### config.mk
export PLATFORM = sky130hd
export DESIGN_NAME = uart_frame_tx
export DESIGN_NICKNAME = d
export VERILOG_FILES = /design/src/rtl/uart_frame_tx.sv
export SDC_FILE = /design/constraint.sdc
export NUM_CORES = 1
export LEC_CHECK = 0
export BUFFER_PORTS_ARGS = -buffer_cell sky130_fd_sc_hd__buf_4
export CORE_ASPECT_RATIO = 0.8
export CORE_MARGIN = 1.5
export CORE_UTILIZATION = 52
export DETAILED_ROUTE_END_ITERATION = 12
export GPL_TIMING_DRIVEN = 1
export PLACE_DENSITY = 0.73
export SLEW_MARGIN = 20
export SYNTH_ARGS = -nofsm -noshare
export SYNTH_HDL_FRONTEND = slang
export SYNTH_SLANG_ARGS = --single-unit
### constraint.sdc
create_clock -name i_clk -period 4 [get_ports i_clk]
set_clock_uncertainty 0.1 [all_clocks]
set_input_delay 0.8 -clock i_clk [delete_from_list [all_inputs] [get_ports i_clk]]
set_output_delay 0.8 -clock i_clk [all_outputs]
set_load 0.03 [all_outputs]
### src/rtl/uart_frame_tx.sv
// uart_frame_tx
// Serialises one FRAME_BITS-wide status frame as consecutive 8N1 UART bytes.
// The least-significant byte goes first, there is no gap between bytes, and
// the line idles high.
//
// Optional feature: define UART_FRAME_TX_CHECKSUM_EN to append one extra byte.
// It is the XOR of all frame bytes and is sent after the last frame byte.
//
// Ports:
//   i_clk          system clock
//   i_reset        synchronous, active-high reset
//   i_frame_valid  a frame is offered
//   i_frame        frame payload, sampled on acceptance
//   o_frame_ready  high while idle (state == IDLE)
//   o_tx           serial line, registered, idle high
//   o_busy         registered, high while a frame is in flight
//   o_done         registered one-cycle pulse after the final stop bit
module uart_frame_tx #(
    parameter int BUS_SIZE   = 32,
    parameter int DATA_BITS  = 8,
    parameter int SB_TICKS   = 16,
    parameter int DVSR       = 108,
    parameter int FRAME_BITS = BUS_SIZE + 3 * DATA_BITS
) (
    input  logic                  i_clk,
    input  logic                  i_reset,
    input  logic                  i_frame_valid,
    input  logic [FRAME_BITS-1:0] i_frame,
    output logic                  o_frame_ready,
    output logic                  o_tx,
    output logic                  o_busy,
    output logic                  o_done
);

    localparam int NBYTES = FRAME_BITS / DATA_BITS;
`ifdef UART_FRAME_TX_CHECKSUM_EN
    localparam int LAST_BYTE = NBYTES;        // checksum byte follows the frame
`else
    localparam int LAST_BYTE = NBYTES - 1;
`endif
    localparam int CNT_W = (DVSR > 1)      ? $clog2(DVSR)      : 1;
    localparam int SUB_W = (SB_TICKS > 1)  ? $clog2(SB_TICKS)  : 1;
    localparam int BIT_W = (DATA_BITS > 1) ? $clog2(DATA_BITS) : 1;
    localparam int IDX_W = (LAST_BYTE > 0) ? $clog2(LAST_BYTE + 1) : 1;

    localparam logic [CNT_W-1:0] CNT_MAX  = CNT_W'(DVSR - 1);
    localparam logic [SUB_W-1:0] SUB_MAX  = SUB_W'(SB_TICKS - 1);
    localparam logic [BIT_W-1:0] BIT_MAX  = BIT_W'(DATA_BITS - 1);
    localparam logic [IDX_W-1:0] LAST_IDX = IDX_W'(LAST_BYTE);

    typedef enum logic [1:0] {
        S_IDLE,
        S_START,
        S_DATA,
        S_STOP
    } state_t;

    state_t                state_q;
    logic [CNT_W-1:0]      cnt_q;     // clocks within one tick
    logic [SUB_W-1:0]      sub_q;     // ticks within one bit
    logic [BIT_W-1:0]      bit_q;     // data bit within the byte
    logic [IDX_W-1:0]      byte_q;    // byte within the frame
    logic [FRAME_BITS-1:0] shift_q;
    logic                  tx_q;
    logic                  busy_q;
    logic                  done_q;
    logic                  tick;

`ifdef UART_FRAME_TX_CHECKSUM_EN
    localparam logic [IDX_W-1:0] CHK_IDX = IDX_W'(NBYTES - 1);
    logic [DATA_BITS-1:0] chk_d;
    logic [DATA_BITS-1:0] chk_q;

    always_comb begin
        chk_d = '0;
        for (int i = 0; i < NBYTES; i++) begin
            chk_d = chk_d ^ i_frame[i*DATA_BITS +: DATA_BITS];
        end
    end
`endif

    assign tick          = (state_q != S_IDLE) && (cnt_q == CNT_MAX);
    assign o_frame_ready = (state_q == S_IDLE);
    assign o_tx          = tx_q;
    assign o_busy        = busy_q;
    assign o_done        = done_q;

    // The line outputs are updated on the same edge as the state, so o_tx
    // always shows the level of the state being entered.
    always_ff @(posedge i_clk) begin
        if (i_reset) begin
            state_q <= S_IDLE;
            cnt_q   <= '0;
            sub_q   <= '0;
            bit_q   <= '0;
            byte_q  <= '0;
            shift_q <= '0;
            tx_q    <= 1'b1;
            busy_q  <= 1'b0;
            done_q  <= 1'b0;
`ifdef UART_FRAME_TX_CHECKSUM_EN
            chk_q   <= '0;
`endif
        end else begin
            done_q <= 1'b0;
            if (state_q != S_IDLE) begin
                cnt_q <= tick ? '0 : cnt_q + CNT_W'(1);
            end

            case (state_q)
                S_IDLE: begin
                    if (i_frame_valid) begin
                        shift_q <= i_frame;
                        cnt_q   <= '0;
                        sub_q   <= '0;
                        bit_q   <= '0;
                        byte_q  <= '0;
                        tx_q    <= 1'b0;
                        busy_q  <= 1'b1;
                        state_q <= S_START;
`ifdef UART_FRAME_TX_CHECKSUM_EN
                        chk_q   <= chk_d;
`endif
                    end
                end

                S_START: begin
                    if (tick) begin
                        if (sub_q == SUB_MAX) begin
                            sub_q   <= '0;
                            bit_q   <= '0;
                            tx_q    <= shift_q[0];
                            state_q <= S_DATA;
                        end else begin
                            sub_q <= sub_q + SUB_W'(1);
                        end
                    end
                end

                // The frame shifts one bit per data bit, so after a full byte
                // it has moved right by DATA_BITS and bit 0 is the next byte.
                S_DATA: begin
                    if (tick) begin
                        if (sub_q == SUB_MAX) begin
                            sub_q   <= '0;
                            shift_q <= shift_q >> 1;
                            if (bit_q == BIT_MAX) begin
                                tx_q    <= 1'b1;
                                state_q <= S_STOP;
                            end else begin
                                bit_q <= bit_q + BIT_W'(1);
                                tx_q  <= shift_q[1];
                            end
                        end else begin
                            sub_q <= sub_q + SUB_W'(1);
                        end
                    end
                end

                S_STOP: begin
                    if (tick) begin
                        if (sub_q == SUB_MAX) begin
                            sub_q <= '0;
                            if (byte_q == LAST_IDX) begin
                                busy_q  <= 1'b0;
                                done_q  <= 1'b1;
                                state_q <= S_IDLE;
                            end else begin
                                byte_q  <= byte_q + IDX_W'(1);
                                tx_q    <= 1'b0;
                                state_q <= S_START;
`ifdef UART_FRAME_TX_CHECKSUM_EN
                                // Frame fully shifted out: send the checksum next.
                                if (byte_q == CHK_IDX) begin
                                    shift_q <= FRAME_BITS'(chk_q);
                                end
`endif
                            end
                        end else begin
                            sub_q <= sub_q + SUB_W'(1);
                        end
                    end
                end

                default: state_q <= S_IDLE;
            endcase
        end
    end

endmodule

* Word level (Yosys, flattened, before mapping)
Cells that the tools add are included.
** Cells by class
- Bitwise gates (word level) :: 3
- Mux-type cells :: 49
- Eq/ne operators :: 19
- Reductions and logical operators :: 15
- Add/subtract/negate cells :: 4
** Operator list (number)
- two-way mux 56 bit :: 3
- case mux 56 bit (2 select lines) :: 1
- two-way mux 7 bit :: 4
- two-way mux 3 bit :: 9
- inequality test 2 bit (second input constant) :: 11
- two-way mux 2 bit :: 8
- AND reduction 8 bit :: 2
- two-way mux 1 bit :: 15
- two-way mux 4 bit :: 3
- AND reduction 5 bit :: 2
- case mux 3 bit (3 select lines) :: 1
- case mux 2 bit (4 select lines) :: 1
- case mux 4 bit (2 select lines) :: 1
- adder 7 x 1 -> 7 bit (second input constant) :: 1
- equality test 7 bit (second input constant) :: 1
- AND reduction 7 bit :: 1
- adder 3 x 1 -> 3 bit (second input constant) :: 2
- equality test 3 bit (second input constant) :: 2
- case mux 3 bit (2 select lines) :: 1
- nonzero test 2 bit :: 3
- adder 4 x 1 -> 4 bit (second input constant) :: 1
- equality test 2 bit (second input constant) :: 2
- equality test 4 bit (second input constant) :: 1
- case mux 1 bit (4 select lines) :: 1
- 11 further kinds :: 13
** Storage, ports and cells
- Input port bits :: 59
- Output and inout port bits :: 4
- Register bits after elaboration :: 78
- Word-level logic and storage cells :: 99

* Logic depth before layout (Yosys ltp)
Gate-level depths: netlist (run 1).
- Word-level depth :: 6
- Mapped depth :: 8

* Worst setup path after synthesis (run 1)
OpenSTA, ideal clock, no wires.
- Kind :: flip-flop to flip-flop
- Start :: register state_q[0]
- End :: register shift_q[10]
- Data required time :: 3.777 ns
- Cell stages (with the launch flop) :: 9
- Path buffers :: 2
- Setup slack :: 1.820 ns
- Setup time :: 0.123 ns
- Arrival time :: 1.957 ns
- Path through :: dfxtp_1 -> inv_1 -> ha_1 -> nand4b_1 -> o31ai_4 -> and2_4 -> buf_6 -> buf_8 -> a211oi_2
** Between the ends
- Elaborated cells on any way between the ends :: 10
- Classes of those cells :: eq/ne (4); mux (1); reduce/logical (5)
** RTL lines
- start, declared :: RTL line 58 : state_t state_q;
- start signal, assigned :: RTL line 92 : state_q <= S_IDLE;
- start signal, assigned :: RTL line 120 : state_q <= S_START;
- start signal, assigned :: RTL line 133 : state_q <= S_DATA;
- zero test 2 bit (*)
- via o_frame_ready :: RTL line 29 : output logic o_frame_ready,
- inequality test 2 bit (no line) / nonzero test 2 bit (equally long branches)
- AND reduction 4 bit (no line)
- end signal, assigned :: RTL line 113 : shift_q <= i_frame;
- end signal, assigned :: RTL line 146 : shift_q <= shift_q >> 1;
- end, declared :: RTL line 63 : logic [FRAME_BITS-1:0] shift_q;
The timed path passes the listed nets; every way through them passes the cells marked *.
A chain may end at the register's enable or synchronous reset.

* Worst setup path after layout (run 1)
- Start :: register state_q[0]
- End :: register shift_q[33]
** Between the ends
- Cells in the longest elaborated chain, start to end :: 4
- Elaborated cells on any way between the ends :: 10
- Classes of those cells :: eq/ne (4); mux (1); reduce/logical (5)
** Ends and longest elaborated chain
- nonzero test 2 bit :: RTL line 82 : assign tick = (state_q != S_IDLE) && (cnt_q == CNT_MAX);
- logical AND 1 bit :: RTL line 82
- inequality test 2 bit (no line)
- AND reduction 4 bit (no line)
Parallel ways exist; a longest one is shown, timed or not.

==> metrics, run 1 <==
largest area contributor in the synthesized netlist dfxtp_1; initial core utilization a little over half; max_cap viols 0; Final Non-Filler Cells 552; kind of critical path flip-flop to flip-flop; Post-CTS Resized 0; synthesized flop and latch total around 80; ys flop type dfxtp_1; unrepaired setup endpoints after global routing no; Reg clk slew, reported paths 0.08 ns; CTS sink cnt roughly 80; Lkg Pwr 1.672 nW; # rows 30; Hold Vio Cnt, Final 0; vias in the first global route 3044; area grow syn2layout 7.608%; vias per cell 5.654; fillers between 700 and 800; critical path buffer and inverter count 2; Worst Path Max Fanout 55; Setup violations, final 0; die area 9335 µm²; Critical Path Sink Type flip-flop; CP top delay family buffers and inverters; worst hold margin roughly 0.39 ns; first-pass GRT wire length ~14000 µm; DRC viols 0; gr usage total roughly a fifth; dpl cells roughly 540; peak supply drop approximately 0.00060 V; hpwl dp between 5000 and 6000 µm; fin crit period just under 3 ns; DRT antenna net count 0; number of distinct library cells after synthesis 51; Worst-Margin Slew 1.095 ns; CP startpoint kind flip-flop; CP max stage cell buf_4; syn_nets 465; TritonCTS clock tree yes; Post-Syn Area between 4000 and 5000 µm²; PnR Total Power about 4 mW; Post-synth EDFFs 0; sequential area share after synthesis 34.28%; ratio of cells with drive above 1 in the final layout 43.41%; IO buf count 62; outcome completed; Avg Cell Area, Syn between 10 and 15 µm²; First-pass DRT Iterations 5; Arr. time, crit path between 3 and 4 ns; PwrDens a little over 800 nW/µm²; die width 107.6 µm; antenna violations before repair 0; CP cell instances inv_1 > ha_1 > nand4b_1 > o31ai_4 > buf_4 > a21oi_1 > a211oi_1; IO Count 63; largest net degree at the start of global routing a little under 80; ANT cells 0; max-slew violation count 0; post-route setup slack 1.049 ns; htree depth 3; post-CTS setup buffers 0; hold buffer count at CTS 0; Num CTS Buffers 9; Mapped Cells 396; CP max stage delay ~0.75 ns; Req. time, crit path 4.15 ns; final wirelength ~8600 µm; wire length per cell 15.56 µm; most common cell in the synthesized netlist dfxtp_1; Final nets between 500 and 600; DRT iter0 DRCs ~160; clk buf depth 2; Ys Warns 0; core area 8483 µm²; Routability Congestion 0.8025; Worst slew margin a little over a quarter; Synth top area share about a third; top area cells in the synthesized netlist dfxtp_1, a211oi_2, mux2i_1; Overflow after GRT 0; Final period util around 74%; ys async rst share 0%; TNS Setup 0 ns; worst skew pair latency roughly 0.35 ns; Hold WC Path Type flip-flop to flip-flop; die height about 87 µm; DR vias roughly 3100; Root Buffer clkbuf_8; fmax roughly 340 MHz; Place WS 1.074 ns; top cells by count, synth dfxtp_1, mux2i_1, a211oi_2, a21oi_2, a21oi_1
placed cells by master, fill, tap and decap left out, types with 5 or more instances in the layout:
| master | count |
|---|---|
| clkbuf_8 | 9 |
| mux2i_1 | 55 |
| inv_1 | 5 |
| nand3_1 | 10 |
| dfxtp_1 | 78 |
| a21oi_1 | 15 |
| ha_1 | 9 |
| nand2b_1 | 6 |
| a211oi_1 | 7 |
| nor2_1 | 9 |
| nand2_1 | 11 |
| a21oi_2 | 50 |
| a211oi_2 | 50 |
| buf_4 | 65 |
| o21ai_0 | 6 |
final timing paths:
check,startpoint,end,slack [ns],cells past startpoint
worst max-delay path,state_q[0],shift_q[33],1.05,7
worst min-delay path,bit_q[1],bit_q[1],0.39,1
worst max register to register,state_q[0],shift_q[33],1.05,7
worst min register to register,bit_q[1],bit_q[1],0.39,1
area by class of cell:
class                      count  area (µm²)  area share (%)
clock buffer                   9       123.9           2.527
clock inverter                 6       86.33           1.761
inverter                       5       18.77          0.3828
multi-input combinational    277        2484           50.66
sequential                    78        1562           31.85
tap                          112       140.1           2.859
timing repair buffer          65       488.0           9.954
where the power goes:
group          leakage [nW]  internal [mW]  switching (mW)
registers             0.644           1.02           0.159
logic                 0.923          0.888            1.25
clock network         0.105          0.348           0.289
registers in the layout (all words and copies together) (netlist names):
register and count:
state_q 2, shift_q 56, sub_q 4, o_done 1
o_busy 1, byte_q 3, bit_q 3, o_tx 1
cnt_q 7
through the flow:
| step | instance area, µm² | util [%] |
|---|---|---|
| floorplan | 4556 | - |
| finish | 4902 | 57.79 |
| detailed placement | 4692 | 55.31 |
| CTS | 4902 | 57.79 |
| global route | 4902 | 57.79 |
| global placement | 4692 | 55.31 |
logic make-up (layout without fill, tap and decap cells):
logic type | count (synthesis) | after routing | synth area share [%]
xor gates and xnor gates | 6 | 6 | 1.154
adders and majority gates | 10 | 10 | 2.746
and+or+nand+nor | 60 | 60 | 7.690
AOI/OAI and AO/OA | 144 | 144 | 29.91
muxes | 57 | 57 | 12.58
buffers and inverters | 41 | 85 | 11.64
DFF | 78 | 78 | 34.28
routing by layer:
layer	vias to the layer above	track usage, %	routed length, µm
met3	10	4.060	300
met5	-	0	0
met2	54	32.43	4146
met1	1495	23.85	4043
li1	1562	-	-
met4	0	6.220	98
Note: power is estimated with default switching activity, not from simulation.
==> run 2: changes to the inputs <==
ABC_AREA = 1   (was unset)
PLACE_DENSITY = 0.74   (was 0.73)
clock period = 3.1 ns   (was 4 ns; I/O delays follow)
==> run 2 against run 1 <==
Total power up 14%. Critical path type unchanged. Global-route usage up 2.9 points. Non-clock buffer count increased by 3.
==> metrics, run 2 <==
Worst Path Max Fanout 55; peak supply drop between 0.0004 and 0.0005 V; syn_nets 669; Mapped Cells 600; final wirelength 8286 µm; TNS Setup 0 ns; ys flop type dfxtp_1; Reg clk slew, reported paths around 0.080 ns; post-route setup slack 0.5832 ns; fillers a little over 700; post-CTS setup buffers 0; worst hold margin between 0.3 and 0.4 ns; die height ~81 µm; Root Buffer clkbuf_8; ANT cells 0; hold buffer count at CTS 0; max_cap viols 0; Ys Warns 0; hpwl dp ~5500 µm; top area cells in the synthesized netlist dfxtp_1, nand2_1, nor2_1; PwrDens roughly 990 nW/µm²; vias in the first global route 3341; DRT iter0 DRCs around 150; max-slew violation count 0; CP max stage cell inv_4; worst skew pair latency 0.35 ns; Final period util 81.19%; Post-Syn Area ~4000 µm²; ys async rst share 0%; # rows 28; compound-cell area share of the yosys netlist 10.19%; Post-synth EDFFs 0; CTS sink cnt ~80; DR vias between 3000 and 4000; first-pass GRT wire length between 10000 and 15000 µm; fmax ~400 MHz; area grow syn2layout 15.48%; unrepaired setup endpoints after global routing no; R2R setup slack approximately 0.58 ns; die area around 8100 µm²; largest family of logic cells by synthesized area simple AND/OR/NAND/NOR gates; Simple-Gate Fraction of Synth Area a little under two fifths; number of distinct library cells after synthesis 32; CP startpoint kind flip-flop; Req. time, crit path approximately 3.3 ns; xor and xnor area share after synthesis less than 1%; outcome completed; htree depth 3; most common cell after layout, fill and taps aside nand2_1; Overflow after GRT 0; fin crit period ~2.5 ns; post-synthesis adder-cell area fraction 3.185%; antenna violations before repair 0; core area roughly 7400 µm²; Worst slew margin around three fifths; Place WS a little under 0.6 ns; gr usage total a little over a fifth; Setup violations, final 0; Critical Path Sink Type flip-flop; synthesized flop and latch total 78; initial core utilization a little over half; max reg flops 56; Final Util 61.67%; sequential area share after synthesis between 30% and 40%; Final nets 716; Post-CTS Resized 0; top flop regs shift_q: 56 flops, cnt_q: 7 flops, sub_q: 4 flops; CP top delay family simple AND/OR/NAND/NOR gates; area of the multi-input gates between 2000 and 2500 µm²; First-pass DRT Iterations 4; most common cell in the synthesized netlist nand2_1; Top reg by flops shift_q; CP max stage delay 0.46 ns; Routability Congestion around 0.83; cell repeated most along the worst path nor2_1; largest net degree at the start of global routing 59; CP cell instances inv_1 > ha_1 > inv_2 > or2_1 > nand2_2 > nor2_2 > nand2_4 > inv_4 > nor2_1 > nor2_1; Worst-Margin Slew between 0.5 and 0.6 ns; critical path buffer and inverter count 3; vias per cell around 4.9; commonest cells after routing, fill and taps aside nand2_1, nor2_1, dfxtp_1; Hold WC Path Type flip-flop to flip-flop; wire length per cell about 11 µm; largest area contributor in the synthesized netlist dfxtp_1; DRT antenna net count 0; clk buf depth 2; IO buf count 62; kind of critical path flip-flop to flip-flop; mux share of post-synthesis cell area 0%; Num CTS Buffers 9; top cells by count, synth nand2_1, nor2_1, dfxtp_1; IO Count 63; DRC viols 0; FF+latch area 1562 µm²; Avg Cell Area, Syn 6.548 µm²; Synth top area share 39.75%; die width approximately 100 µm; ratio of cells with drive above 1 in the final layout 15.03%; TritonCTS clock tree yes; Arr. time, crit path around 2.7 ns; Lkg Pwr between 2 and 2.5 nW; Hold Vio Cnt, Final 0
run 2: per-stage QoR:
step                cell area, µm²  power [mW]  std cells
finish                        4537       4.499        742
global route                  4537       4.966        742
CTS                           4537       4.534        742
global placement              4337       3.696        726
detailed placement            4337       3.766        726
floorplan                     3929       3.557        600
run 2: worst reg2reg max path, delay by kind of cell (launching register included):
family	cells	cell delay (ns)
flops	1	0.40
buf+inv	3	0.72
simple gates	6	0.99
fa+ha+maj	1	0.25
run 2: worst paths after layout:
check	startpoint	endpoint	depth (start not counted)
setup / recovery	state_q[0]	shift_q[36]	10
hold / removal	shift_q[55]	shift_q[55]	2
setup reg to reg	state_q[0]	shift_q[36]	10
hold reg to reg	shift_q[55]	shift_q[55]	2
run 2: final cells by class:
cell class	instances	share of cell area (%)
inverter	24	2.041
clock inverter	5	1.296
clock buffer	11	3.116
multi-input combinational	466	45.39
sequential	78	34.42
timing repair buffer	68	11.25
tap	90	2.482
run 2: power breakdown:
| group | switching [mW] | internal (mW) |
|---|---|---|
| Clock | 0.361 | 0.394 |
| Combinational | 1.48 | 0.704 |
| Sequential | 0.187 | 1.37 |
run 2: kinds of logic after synthesis:
family,count (synthesis)
compound gates,78
xor+xnor,4
fa+ha+maj,10
buf+inv,56
flops,78
simple gates,374
run 2: layer usage:
layer	vias to the layer above	share of wire [%]	GRT usage, %	wire length [µm]
met1	1617	50	28.53	4117
met5	-	0	0	0
met4	0	0.52	6.479	43
met3	5	4.8	5.508	396
li1	1974	-	-	-
met2	72	45	36.12	3729
